### src/rtl/uart_tx_arbiter.sv
// Round-robin sequencer sharing one UART transmitter among NUM_REQ requesters.
// Latches the granted word, pulses send, then tracks tx_busy until the frame ends.
module uart_tx_arbiter #(
    parameter int WORD_LENGHT   = 8,
    parameter int NUM_REQ       = 4,
    parameter int START_TIMEOUT = 16
) (
    input  logic                           clk,
    input  logic                           rst,
    input  logic [NUM_REQ-1:0]             req_valid,
    input  logic [NUM_REQ*WORD_LENGHT-1:0] req_data,
    input  logic [NUM_REQ-1:0]             req_mask,
    input  logic                           tx_busy,
    output logic [NUM_REQ-1:0]             req_ack,
    output logic [WORD_LENGHT-1:0]         TX_in,
    output logic                           send,
    output logic [$clog2(NUM_REQ)-1:0]     grant_id,
    output logic                           active,
    output logic                           frame_done,
    output logic                           start_error
);

    localparam int ID_W  = $clog2(NUM_REQ);
    localparam int CNT_W = $clog2(START_TIMEOUT);

    localparam logic [1:0] IDLE      = 2'd0;
    localparam logic [1:0] SEND      = 2'd1;
    localparam logic [1:0] WAIT_BUSY = 2'd2;
    localparam logic [1:0] WAIT_DONE = 2'd3;

    logic [1:0]             state;
    logic [ID_W-1:0]        last;
    logic [ID_W-1:0]        pick;
    logic [ID_W:0]          sum;
    logic [CNT_W-1:0]       cnt;
    logic [NUM_REQ-1:0]     eligible;
    logic                   found;
    logic [WORD_LENGHT-1:0] word;

    assign eligible = req_valid & req_mask;

    // Search starts just after the last grant so every requester gets a turn.
    always_comb begin
        pick  = '0;
        found = 1'b0;
        sum   = '0;
        for (int k = 1; k <= NUM_REQ; k++) begin
            sum = {1'b0, last} + (ID_W+1)'(k);
            if (sum >= (ID_W+1)'(NUM_REQ))
                sum = sum - (ID_W+1)'(NUM_REQ);
            if (!found && eligible[sum[ID_W-1:0]]) begin
                found = 1'b1;
                pick  = sum[ID_W-1:0];
            end
        end
    end

    always_comb begin
        word = '0;
        for (int k = 0; k < NUM_REQ; k++)
            if (pick == ID_W'(k))
                word = req_data[k*WORD_LENGHT +: WORD_LENGHT];
    end

    always_ff @(posedge clk) begin
        if (rst) begin
            state       <= IDLE;
            last        <= ID_W'(NUM_REQ-1);
            cnt         <= '0;
            req_ack     <= '0;
            TX_in       <= '0;
            send        <= 1'b0;
            grant_id    <= '0;
            active      <= 1'b0;
            frame_done  <= 1'b0;
            start_error <= 1'b0;
        end else begin
            req_ack     <= '0;
            send        <= 1'b0;
            frame_done  <= 1'b0;
            start_error <= 1'b0;
            unique case (state)
                IDLE: begin
                    if (found) begin
                        TX_in    <= word;
                        grant_id <= pick;
                        last     <= pick;
                        req_ack  <= NUM_REQ'(1) << pick;
                        send     <= 1'b1;
                        active   <= 1'b1;
                        state    <= SEND;
                    end
                end
                SEND: begin
                    cnt   <= '0;
                    state <= WAIT_BUSY;
                end
                WAIT_BUSY: begin
                    if (tx_busy) begin
                        state <= WAIT_DONE;
                    end else if (cnt == CNT_W'(START_TIMEOUT-1)) begin
                        start_error <= 1'b1;
                        active      <= 1'b0;
                        state       <= IDLE;
                    end else begin
                        cnt <= cnt + 1'b1;
                    end
                end
                WAIT_DONE: begin
                    if (!tx_busy) begin
                        frame_done <= 1'b1;
                        active     <= 1'b0;
                        state      <= IDLE;
                    end
                end
                default: state <= IDLE;
            endcase
        end
    end

endmodule

### config.mk
export PLATFORM = sky130hd
export DESIGN_NAME = uart_tx_arbiter
export DESIGN_NICKNAME = d
export VERILOG_FILES = /design/src/rtl/uart_tx_arbiter.sv
export SDC_FILE = /design/constraint.sdc
export NUM_CORES = 1
export LEC_CHECK = 0
export CAP_MARGIN = 20
export CORE_MARGIN = 2
export CORE_UTILIZATION = 43
export DETAILED_ROUTE_END_ITERATION = 6
export PLACE_DENSITY_LB_ADDON = 0.12
export SYNTH_ARGS = -nofsm -noshare
export SYNTH_HDL_FRONTEND = slang
export SYNTH_SLANG_ARGS = --single-unit
### constraint.sdc
create_clock -name clk -period 3.45 [get_ports clk]
set_clock_uncertainty 0.15 [all_clocks]
set_input_delay 1.035 -clock clk [delete_from_list [all_inputs] [get_ports clk]]
set_output_delay 1.035 -clock clk [all_outputs]
set_load 0.01 [all_outputs]
# Word level (Yosys, flattened, before mapping)
# Index checks and enable logic that the tools add are counted.
# op_classes
n_mux	40
shift	1
n_addsub	9
reduce_logical	18
bitwise_logic	5
magnitude_cmp	8
n_eq_ne	13
# ops
cell	count
2-to-1 mux 8 bit	4
2-to-1 mux 2 bit	12
2-to-1 mux 1 bit	15
greater-or-equal comparator 3 bit, second input constant	4
< comparator 2 x 3 -> 1 bit, second input constant	4
inequality test 2 bit, second input constant	5
binary-select mux 1 bit (select 2 bit)	4
equality test 2 bit, second input constant	4
2-to-1 mux 4 bit	2
one-hot mux 2 bit (4 select lines)	1
one-hot mux 4 bit (2 select lines)	1
subtractor 2 x 1 -> 2 bit, second input constant	4
adder 2 x 2 -> 3 bit, second input constant	2
AND reduction 3 bit	2
OR reduction 3 bit	2
AND reduction 5 bit	1
adder 4 x 1 -> 4 bit, second input constant	1
AND 4 bit	1
equality test 2 x 1 -> 1 bit, second input constant	2
equality test 4 bit, second input constant	1
logical NOT 2 bit	2
NOT 1 bit	4
OR reduction 2 bit	2
<< shifter 1 x 2 -> 4 bit, first input constant	1
9 further kinds	13
# totals
inputBits	43
out_inout_bits	18
elab_cells	104
register_bits	26

# Longest topological paths before layout
# Gate-level depths: netlist (run 1).
# depth
ltp_word	20
ltp_mapped	7

# Worst setup path before layout (run 1)
# Ideal clock, no wire load.
# synth_path
path_type	in2reg
startpoint	input port req_valid[2]
endpoint	register TX_in[0]
setup_ps	117
setup_slack_ps	808
arrival_ps	2375
path_stages	6
path_cell_list	and2_4 -> o221ai_1 -> a22o_4 -> buf_6 -> mux4_2 -> a22o_1
# synth_via
elab_chain_cells	18
# synth_lines
element	line	source
start, declared	10	input logic [NUM_REQ-1:0] req_valid,
AND 4 bit (*)	40	assign eligible = req_valid & req_mask;
binary-select mux 1 bit (select 2 bit)	51	if (!found && eligible[sum[ID_W-1:0]]) begin
2-to-1 mux 1 bit (implied by the code)	51	
2-to-1 mux 1 bit	51	
logical NOT 1 bit	51	
logical AND 1 bit	51	
2-to-1 mux 1 bit	51	
logical NOT 1 bit	51	
logical AND 1 bit	51	
2-to-1 mux 1 bit	51	
logical NOT 1 bit	51	
logical AND 1 bit	51	
2-to-1 mux 2 bit	51	
logical NOT 2 bit	61	if (pick == ID_W'(k))
2-to-1 mux 8 bit (4 in a row)	61	
end signal, assigned	85	TX_in <= word;
end, declared	15	output logic [WORD_LENGHT-1:0] TX_in,
# Every way passes the cells marked *; elsewhere a longest branch is shown, timed or not. The select of a mux whose other input is x is not followed.
# A chain may end at the register's enable or synchronous reset.

# Final worst setup path (run 1)
# layout_path
startpoint	input port req_valid[1]
endpoint	register TX_in[7]
# Same word-level chain as after synthesis.

==> results.ini, run 1 <==
[logic_synthesis]
synth-compound-area-share_pct=16.84
ys_top_cells_by_area=dfxtp_1 40%, mux4_2 12%, a22o_1 6.8%
synth_adder_area_share_pct=4.840
ys_types=35
synth_top_family_by_area=simple AND/OR/NAND/NOR gates
syn-cell-area_um2=1292
synth_top_area_share_pct=40.27
synth_xor_xnor_area_share_pct=1.355
muxShareOfSynthArea_pct=14.23
synth-seq-cells=26
synth-simple-area-share_pct=19.26
ys_seq_area_share_pct=40.27
yosysWarnings=0
synth_top_cell_by_area=dfxtp_1
syn_avg_cell_area_um2=10.34
synth_cells=125
synth_nets=173

[worst_setup_path]
crit_chain=clkdlybuf4s50_1 -> nand2_1 -> o221ai_1 -> a22o_4 -> mux4_1 -> a22o_1
worst_setup_path_end_kind=flip-flop
path_class=primary input to flip-flop
cp_slowest_stage_delay_ns=0.57
critPathSlowestCell=mux4_1
startpoint_type=primary input
path_max_fanout=12
cp.required_ns=3.53
cp.arrival_ns=3.00
reg2reg_from=state[0]
startpoint=req_valid[1]

[place]
portBuffers=60
gp_congestion=0.7710
place_hpwl_um=2470

[floorplan]
fp-row-count=19
die_area_um2=3460
die_h_um=58.83
start_util_pct=46.07
io_pins=61
core_um2=2805
fp.dieW_um=58.83

[sta]
setup_viol=0
finalHoldViolCount=0
layout_min_cycle_time_ns=2.922
tns_ns=0
final-max-slew-violation-count=0
relSlewSlack_pct=47.44
tightest_slew_ns=0.7854
max_freq_mhz=342.2
rsz0062_at_grt=no
fin_crit_sh_pct=84.70

[power_and_ir_drop]
irDropWorstVdd_mv=0.2970
leakage_uw=0.0007697
power_uw=929.7
power.density_nw_per_um2=475.1

[run_status]
violations=design-rule violations
status=finished with violations

[min_path]
hp-class=flip-flop to flip-flop
min-delay-start=grant_id[1]

[clock_tree]
cts_buffers=3
clock-sinks=26
post_cts_buffers=0
cts-root-buf=clkbuf_4
hold_buffers=0
clk_latency_ns=0.32
cts_tree=done
clkTransAtPathRegs_ns=0.13
h-tree-depth=1
ctsResizeCount=0
cts.path.max_buffers=2

[run]
cap_violations=0

[final_layout]
num_antenna_cells=0
final_common_cell=clkdlybuf4s50_1
drive_above_1_share_pct=9.140
fillers=232
synthToLayoutAreaGrowth_pct=51.40
multi_input_area_um2=730.7
seq_area_um2=520.5
final_cell_mix=60 x clkdlybuf4s50_1, 26 x dfxtp_1, 12 x nand2_1
final_nets=235

[routing]
firstDrtPassIters=7
wl_um=3150
drtIter0Drc=35
ant_nets=0
routed_via_density=5.562
vias=1207
route.detailed.drc=3
wl_per_cell_um=14.52

[global_route]
grt_pass1_wl_um=5347
track_usage_pct=19.69
grt_pass1_vias=1264
antenna_found_initial=0
grt_max_degree=15
overflow=0

-- critical path: cells and delay by family --
| kind | cells | cell delay [ns] |
|---|---|---|
| AOI/OAI and AO/OA | 3 | 0.78 |
| buffers and inverters | 1 | 0.48 |
| muxes | 1 | 0.57 |
| and+or+nand+nor | 1 | 0.13 |
-- metal layers --
layer	vias up	wire [µm]	track usage [%]
met4	0	0	4.221
met1	583	1327	22.13
li1	590	-	-
met5	-	0	0
met2	34	1628	36.51
met3	0	195	5.714
-- cells in the mapped netlist, drive strengths merged --
| master | count |
|---|---|
| nand3 | 5 |
| a21oi | 6 |
| o32ai | 1 |
| o211ai | 1 |
| nor3b | 1 |
| a211oi | 2 |
| and3b | 2 |
| nor3 | 4 |
| nand2b | 3 |
| inv | 4 |
| or3 | 2 |
| nor2b | 2 |
| a31o | 1 |
| nand4 | 1 |
| nor4 | 1 |
| and3 | 1 |
| nand2 | 12 |
| dfxtp | 26 |
| o21ai | 3 |
| mux4 | 8 |
| a22o | 11 |
| nor4b | 1 |
| ha | 5 |
| and2 | 3 |
| xor2 | 2 |
| a31oi | 1 |
| buf | 1 |
| o221ai | 1 |
| o21bai | 1 |
| nand3b | 2 |
| clkbuf | 4 |
| nor2 | 7 |
-- cell type report --
type / instances / share of cell area (%)
multi-input combinational: 90 / 37.34
timing repair buffer: 62 / 31.46
sequential: 26 / 26.60
tap: 31 / 1.982
clock buffer: 4 / 1.854
inverter: 4 / 0.7673
-- sequential cells by signal, indices dropped and copies added, names as in the netlist --
signal,cells
req_ack,4
active,1
grant_id,2
frame_done,1
state,2
TX_in,8
cnt,4
start_error,1
last,2
send,1
-- power by group --
group / internal (µW) / leakage, µW / switching, µW / total (µW)
Combinational: 224 / 0.000536 / 171 / 395
Sequential: 351 / 0.000213 / 31.3 / 382
Clock: 64.5 / 0.0000210 / 87.6 / 152
Total: 639 / 0.000770 / 290 / 930
-- per-stage QoR --
| step | util, % | hold WS [ns] | worst slack [ns] | instances | area [µm²] |
|---|---|---|---|---|---|
| 5_1_grt | 69.76 | 0.3571 | 0.4280 | 217 | 1957 |
| 2_1_floorplan | - | 0.3151 | 0.8085 | 125 | 1292 |
| 6_report | 69.76 | 0.3339 | 0.5277 | 217 | 1957 |
| 3_5_place_dp | 68.47 | 0.3164 | 0.1981 | 213 | 1921 |
| 3_3_place_gp | 68.47 | 0.3065 | 0.2702 | 213 | 1921 |
| 4_1_cts | 69.76 | 0.3387 | 0.5517 | 217 | 1957 |
-- logic make-up after synthesis --
family | after synthesis
flops | 26
mux | 8
simple gates | 47
fa+ha+maj | 5
buf+inv | 9
compound gates | 28
xor+xnor | 2
-- final timing paths --
check	endpoint	slack, ns	depth (start not counted)
worst min-delay path	grant_id[1]	0.33	2
worst min register to register	grant_id[1]	0.33	2
worst max register to register	req_ack[1]	1.48	5
worst max-delay path	TX_in[7]	0.53	6
No activity file was read; power rests on OpenSTA's default activity.
==> inputs of run 2 (changes only) <==
- CORE_UTILIZATION: 43 -> 40
- clock period: 3.45 -> 2.95 ns (I/O delays scaled with it)
==> results.ini, run 2 (synthesis gave the netlist of run 1 again) <==
[global_route]
track_usage_pct=15.67
overflow=0
grt_pass1_wl_um=4312
grt_max_degree=15
grt_pass1_vias=988
antenna_found_initial=0

[clock_tree]
clkTransAtPathRegs_ns=0.13
cts_buffers=3
h-tree-depth=1
hold_buffers=0
clk_latency_ns=0.31
clock-sinks=26
cts-root-buf=clkbuf_4
post_cts_buffers=0
ctsResizeCount=0
cts_tree=done
cts.path.max_buffers=2

[floorplan]
fp-row-count=20
die_h_um=60.85
die_area_um2=3702
start_util_pct=42.34
fp.dieW_um=60.85
io_pins=61
core_um2=3053

[routing]
firstDrtPassIters=5
vias=1184
wl_per_cell_um=12.80
routed_via_density=5.082
ant_nets=0
drtIter0Drc=15
wl_um=2982
route.detailed.drc=0

[power_and_ir_drop]
comb_power_share_pct=44.6
switching_share_pct=31.01
power.density_nw_per_um2=534.8
clock_power_share_pct=13.4
leakage_uw=0.0007814
switchingPower_uw=329.9
seq_power_share_pct=42.0
irDropWorstVdd_mv=0.2993
p_int_uw=734.0

[sta]
finalHoldViolCount=0
relSlewSlack_pct=51.34
rsz0062_at_grt=no
setup_viol=0
setup_slack_ns=0.2273
tns_ns=0
layout_min_cycle_time_ns=2.723
final-max-slew-violation-count=0
max_freq_mhz=367.3
tightest_slew_ns=0.7272
fin_crit_sh_pct=92.30

[final_layout]
fillers=277
final_common_cell=clkdlybuf4s50_1
postLayoutCoreUtil_pct=65.16
final_area_um2=1989
reg_top3=TX_in x8, cnt x4, req_ack x4
regMostFlops=TX_in
drive_above_1_share_pct=10.58
layoutNonFillerInstCount=233
final_cell_mix=60 x clkdlybuf4s50_1, 26 x dfxtp_1, 12 x nand2_1
num_antenna_cells=0
synthToLayoutAreaGrowth_pct=53.92
final_nets=239
largest_reg_flops=8

[place]
placed_area_um2=1967
dp_slack_ns=-0.1249
place_hpwl_um=2418
placed_cells=230
portBuffers=60
gp_congestion=0.8563

[worst_setup_path]
cp.arrival_ns=2.79
cp.required_ns=3.01
path_max_fanout=9
startpoint=req_valid[1]
worst_setup_path_end_kind=flip-flop
startpoint_type=primary input
reg2reg_from=last[0]
path_class=primary input to flip-flop

[min_path]
hp-class=flip-flop to flip-flop
min-delay-start=grant_id[1]

[run]
cap_violations=0

[run_status]
status=finished, final reports clean

run 2: per-stage QoR:
step                      power, µW  hold slack [ns]
after global placement        920.5           0.3050
final                          1064           0.3333
after detailed placement      934.7           0.3121
after floorplan               723.3           0.3151
after global routing           1141           0.3568
after CTS                      1084           0.3309
run 2: power groups by stage:
stage / clock network (µW) / logic (µW) / registers [µW]
CTS: 154 / 483 / 447
global route: 166 / 522 / 453
detailed placement: 0 / 480 / 454
finish: 142 / 475 / 447
floorplan: 0 / 252 / 471
global placement: 0 / 469 / 452
run 2: final timing paths:
check                end  slack, ns  depth (start not counted)
max             TX_in[7]       0.23                          6
max reg2reg     TX_in[7]       1.03                          5
min          grant_id[1]       0.33                          2
min reg2reg  grant_id[1]       0.33                          2
run 2: cell type report:
| cell class | instances | area, µm² | share of cell area [%] |
|---|---|---|---|
| timing repair buffer | 66 | 645.6 | 32.45 |
| clock buffer | 3 | 22.52 | 1.132 |
| inverter | 4 | 15.01 | 0.7547 |
| tap | 44 | 55.05 | 2.767 |
| multi-input combinational | 90 | 730.7 | 36.73 |
| sequential | 26 | 520.5 | 26.16 |
run 2: metal layers:
| metal | up-vias | part of all wire [%] | wire [µm] | track usage (%) |
|---|---|---|---|---|
| met5 | - | 0 | 0 | 0 |
| met4 | 0 | 0.50 | 15 | 7.143 |
| met3 | 2 | 6.5 | 194 | 4.051 |
| met2 | 39 | 47 | 1406 | 23.96 |
| met1 | 546 | 46 | 1365 | 20.85 |
| li1 | 597 | - | - | - |
run 2: worst max-delay path, stage by stage:
cell,delay (ns)
clkdlybuf4s50_1,0.48
nand2_1,0.13
o221ai_1,0.28
a22o_4,0.26
mux4_1,0.56
a22o_1,0.19
==> inputs of run 3 (changes only) <==
- CORE_MARGIN: 2 -> not set
- TNS_END_PERCENT: not set -> 1
==> results.ini, run 3 (synthesis gave the netlist of run 1 again) <==
[run_status]
status=finished, final reports clean

[worst_setup_path]
cp.arrival_ns=2.78
cp_slowest_stage_delay_ns=0.48
worst_setup_path_end_kind=flip-flop
critPathSlowestCell=clkdlybuf4s50_1
crit_chain=clkdlybuf4s50_1 -> nand2_1 -> buf_4 -> o32ai_1 -> a31o_2 -> mux4_2 -> a22o_1
crit_family=compound AO/OA/AOI/OAI gates
startpoint=req_mask[1]
path_class=primary input to flip-flop
startpoint_type=primary input
critPathBufInv=2
path_max_fanout=9
reg2reg_from=state[0]
cp.required_ns=3.03

[final_layout]
final_nets=242
reg_top3=TX_in x8, cnt x4, req_ack x4
final_common_cell=clkdlybuf4s50_1
largest_reg_flops=8
regMostFlops=TX_in
drive_above_1_share_pct=12.44
postLayoutCoreUtil_pct=66.89
final_cell_mix=60 x clkdlybuf4s50_1, 26 x dfxtp_1, 12 x nand2_1
num_antenna_cells=0
synthToLayoutAreaGrowth_pct=57.99

[power_and_ir_drop]
leakage_uw=0.0008090
irDropWorstVdd_mv=0.3000
power.density_nw_per_um2=576.7

[global_route]
grt_pass1_wl_um=5016
track_usage_pct=18.94
antenna_found_initial=0
overflow=0
grt_pass1_vias=1188
grt_max_degree=16

[place]
place_hpwl_um=2535
dp_slack_ns=-0.1052
portBuffers=60
gp_congestion=0.8311

[floorplan]
start_util_pct=42.34
fp.dieW_um=58.85
io_pins=61
core_um2=3053
die_area_um2=3463
fp-row-count=20
die_h_um=58.85

[clock_tree]
cts-root-buf=clkbuf_4
cts.path.max_buffers=2
post_cts_buffers=0
cts_tree=done
clk_latency_ns=0.32
clock-sinks=26
clkTransAtPathRegs_ns=0.15
h-tree-depth=1
ctsResizeCount=0
cts_buffers=3
hold_buffers=0

[routing]
ant_nets=0
vias=1242
wl_um=3215
firstDrtPassIters=4
drtIter0Drc=34
route.detailed.drc=0
wl_per_cell_um=13.57
routed_via_density=5.241

[sta]
final-max-slew-violation-count=0
finalHoldViolCount=0
max_freq_mhz=370.0
rsz0062_at_grt=no
tightest_slew_ns=0.8040
tns_ns=0
fin_crit_sh_pct=91.61
layout_min_cycle_time_ns=2.703
setup_viol=0
setup_slack_ns=0.2475
relSlewSlack_pct=46.20

[min_path]
min-delay-start=grant_id[1]
hp-class=flip-flop to flip-flop

[run]
cap_violations=0

-- run 3: changes by cell type in the layout (fill, tap and decap cells not counted) --
cell       previous run  this run
bufinv_16             0         1
buf_4                 6         9
-- run 3: power by group --
part           internal [µW]  switching [µW]
clock network            137             108
registers                411            37.0
logic                    280             205
-- run 3: final cells by class --
class,count,area (µm²)
fillers,263,1011
inverters,4,15.01
well taps,44,55.05
flip-flops and latches,26,520.5
clock buffers,3,22.52
repair buffers,69,668.1
clock inverters,1,30.03
multi-input cells,90,730.7
-- run 3: metrics by stage --
step                hold WS (ns)  cell area (µm²)  total power (µW)  std cells
floorplan                 0.3151             1292             723.3        125
global placement          0.3059             1989             924.1        233
detailed placement        0.3101             1989             941.3        233
CTS                       0.3296             2042              1186        237
global route              0.3641             2042              1250        237
finish                    0.3252             2042              1178        237
-- run 3: final timing paths --
| check | endpoint | slack [ns] | depth (start not counted) |
|---|---|---|---|
| max | TX_in[6] | 0.25 | 7 |
| min reg2reg | grant_id[1] | 0.33 | 2 |
| max reg2reg | req_ack[0] | 1.03 | 5 |
| min | grant_id[1] | 0.33 | 2 |
-- run 3: routing by layer --
metal  up-vias  part of all wire (%)  track usage [%]  wire [µm]
li1        604                     -                -          -
met1       591                    44            23.00       1412
met2        45                    50            33.77       1611
met3         2                   5.3            3.516        172
met4         0                  0.56            5.782         18
met5         -                     0                0          0
-- run 3: worst min-delay path, cell delays in order, from the launching register on --
cell     delay [ns]
dfxtp_1        0.34
nand2_1        0.05
a21oi_1        0.05
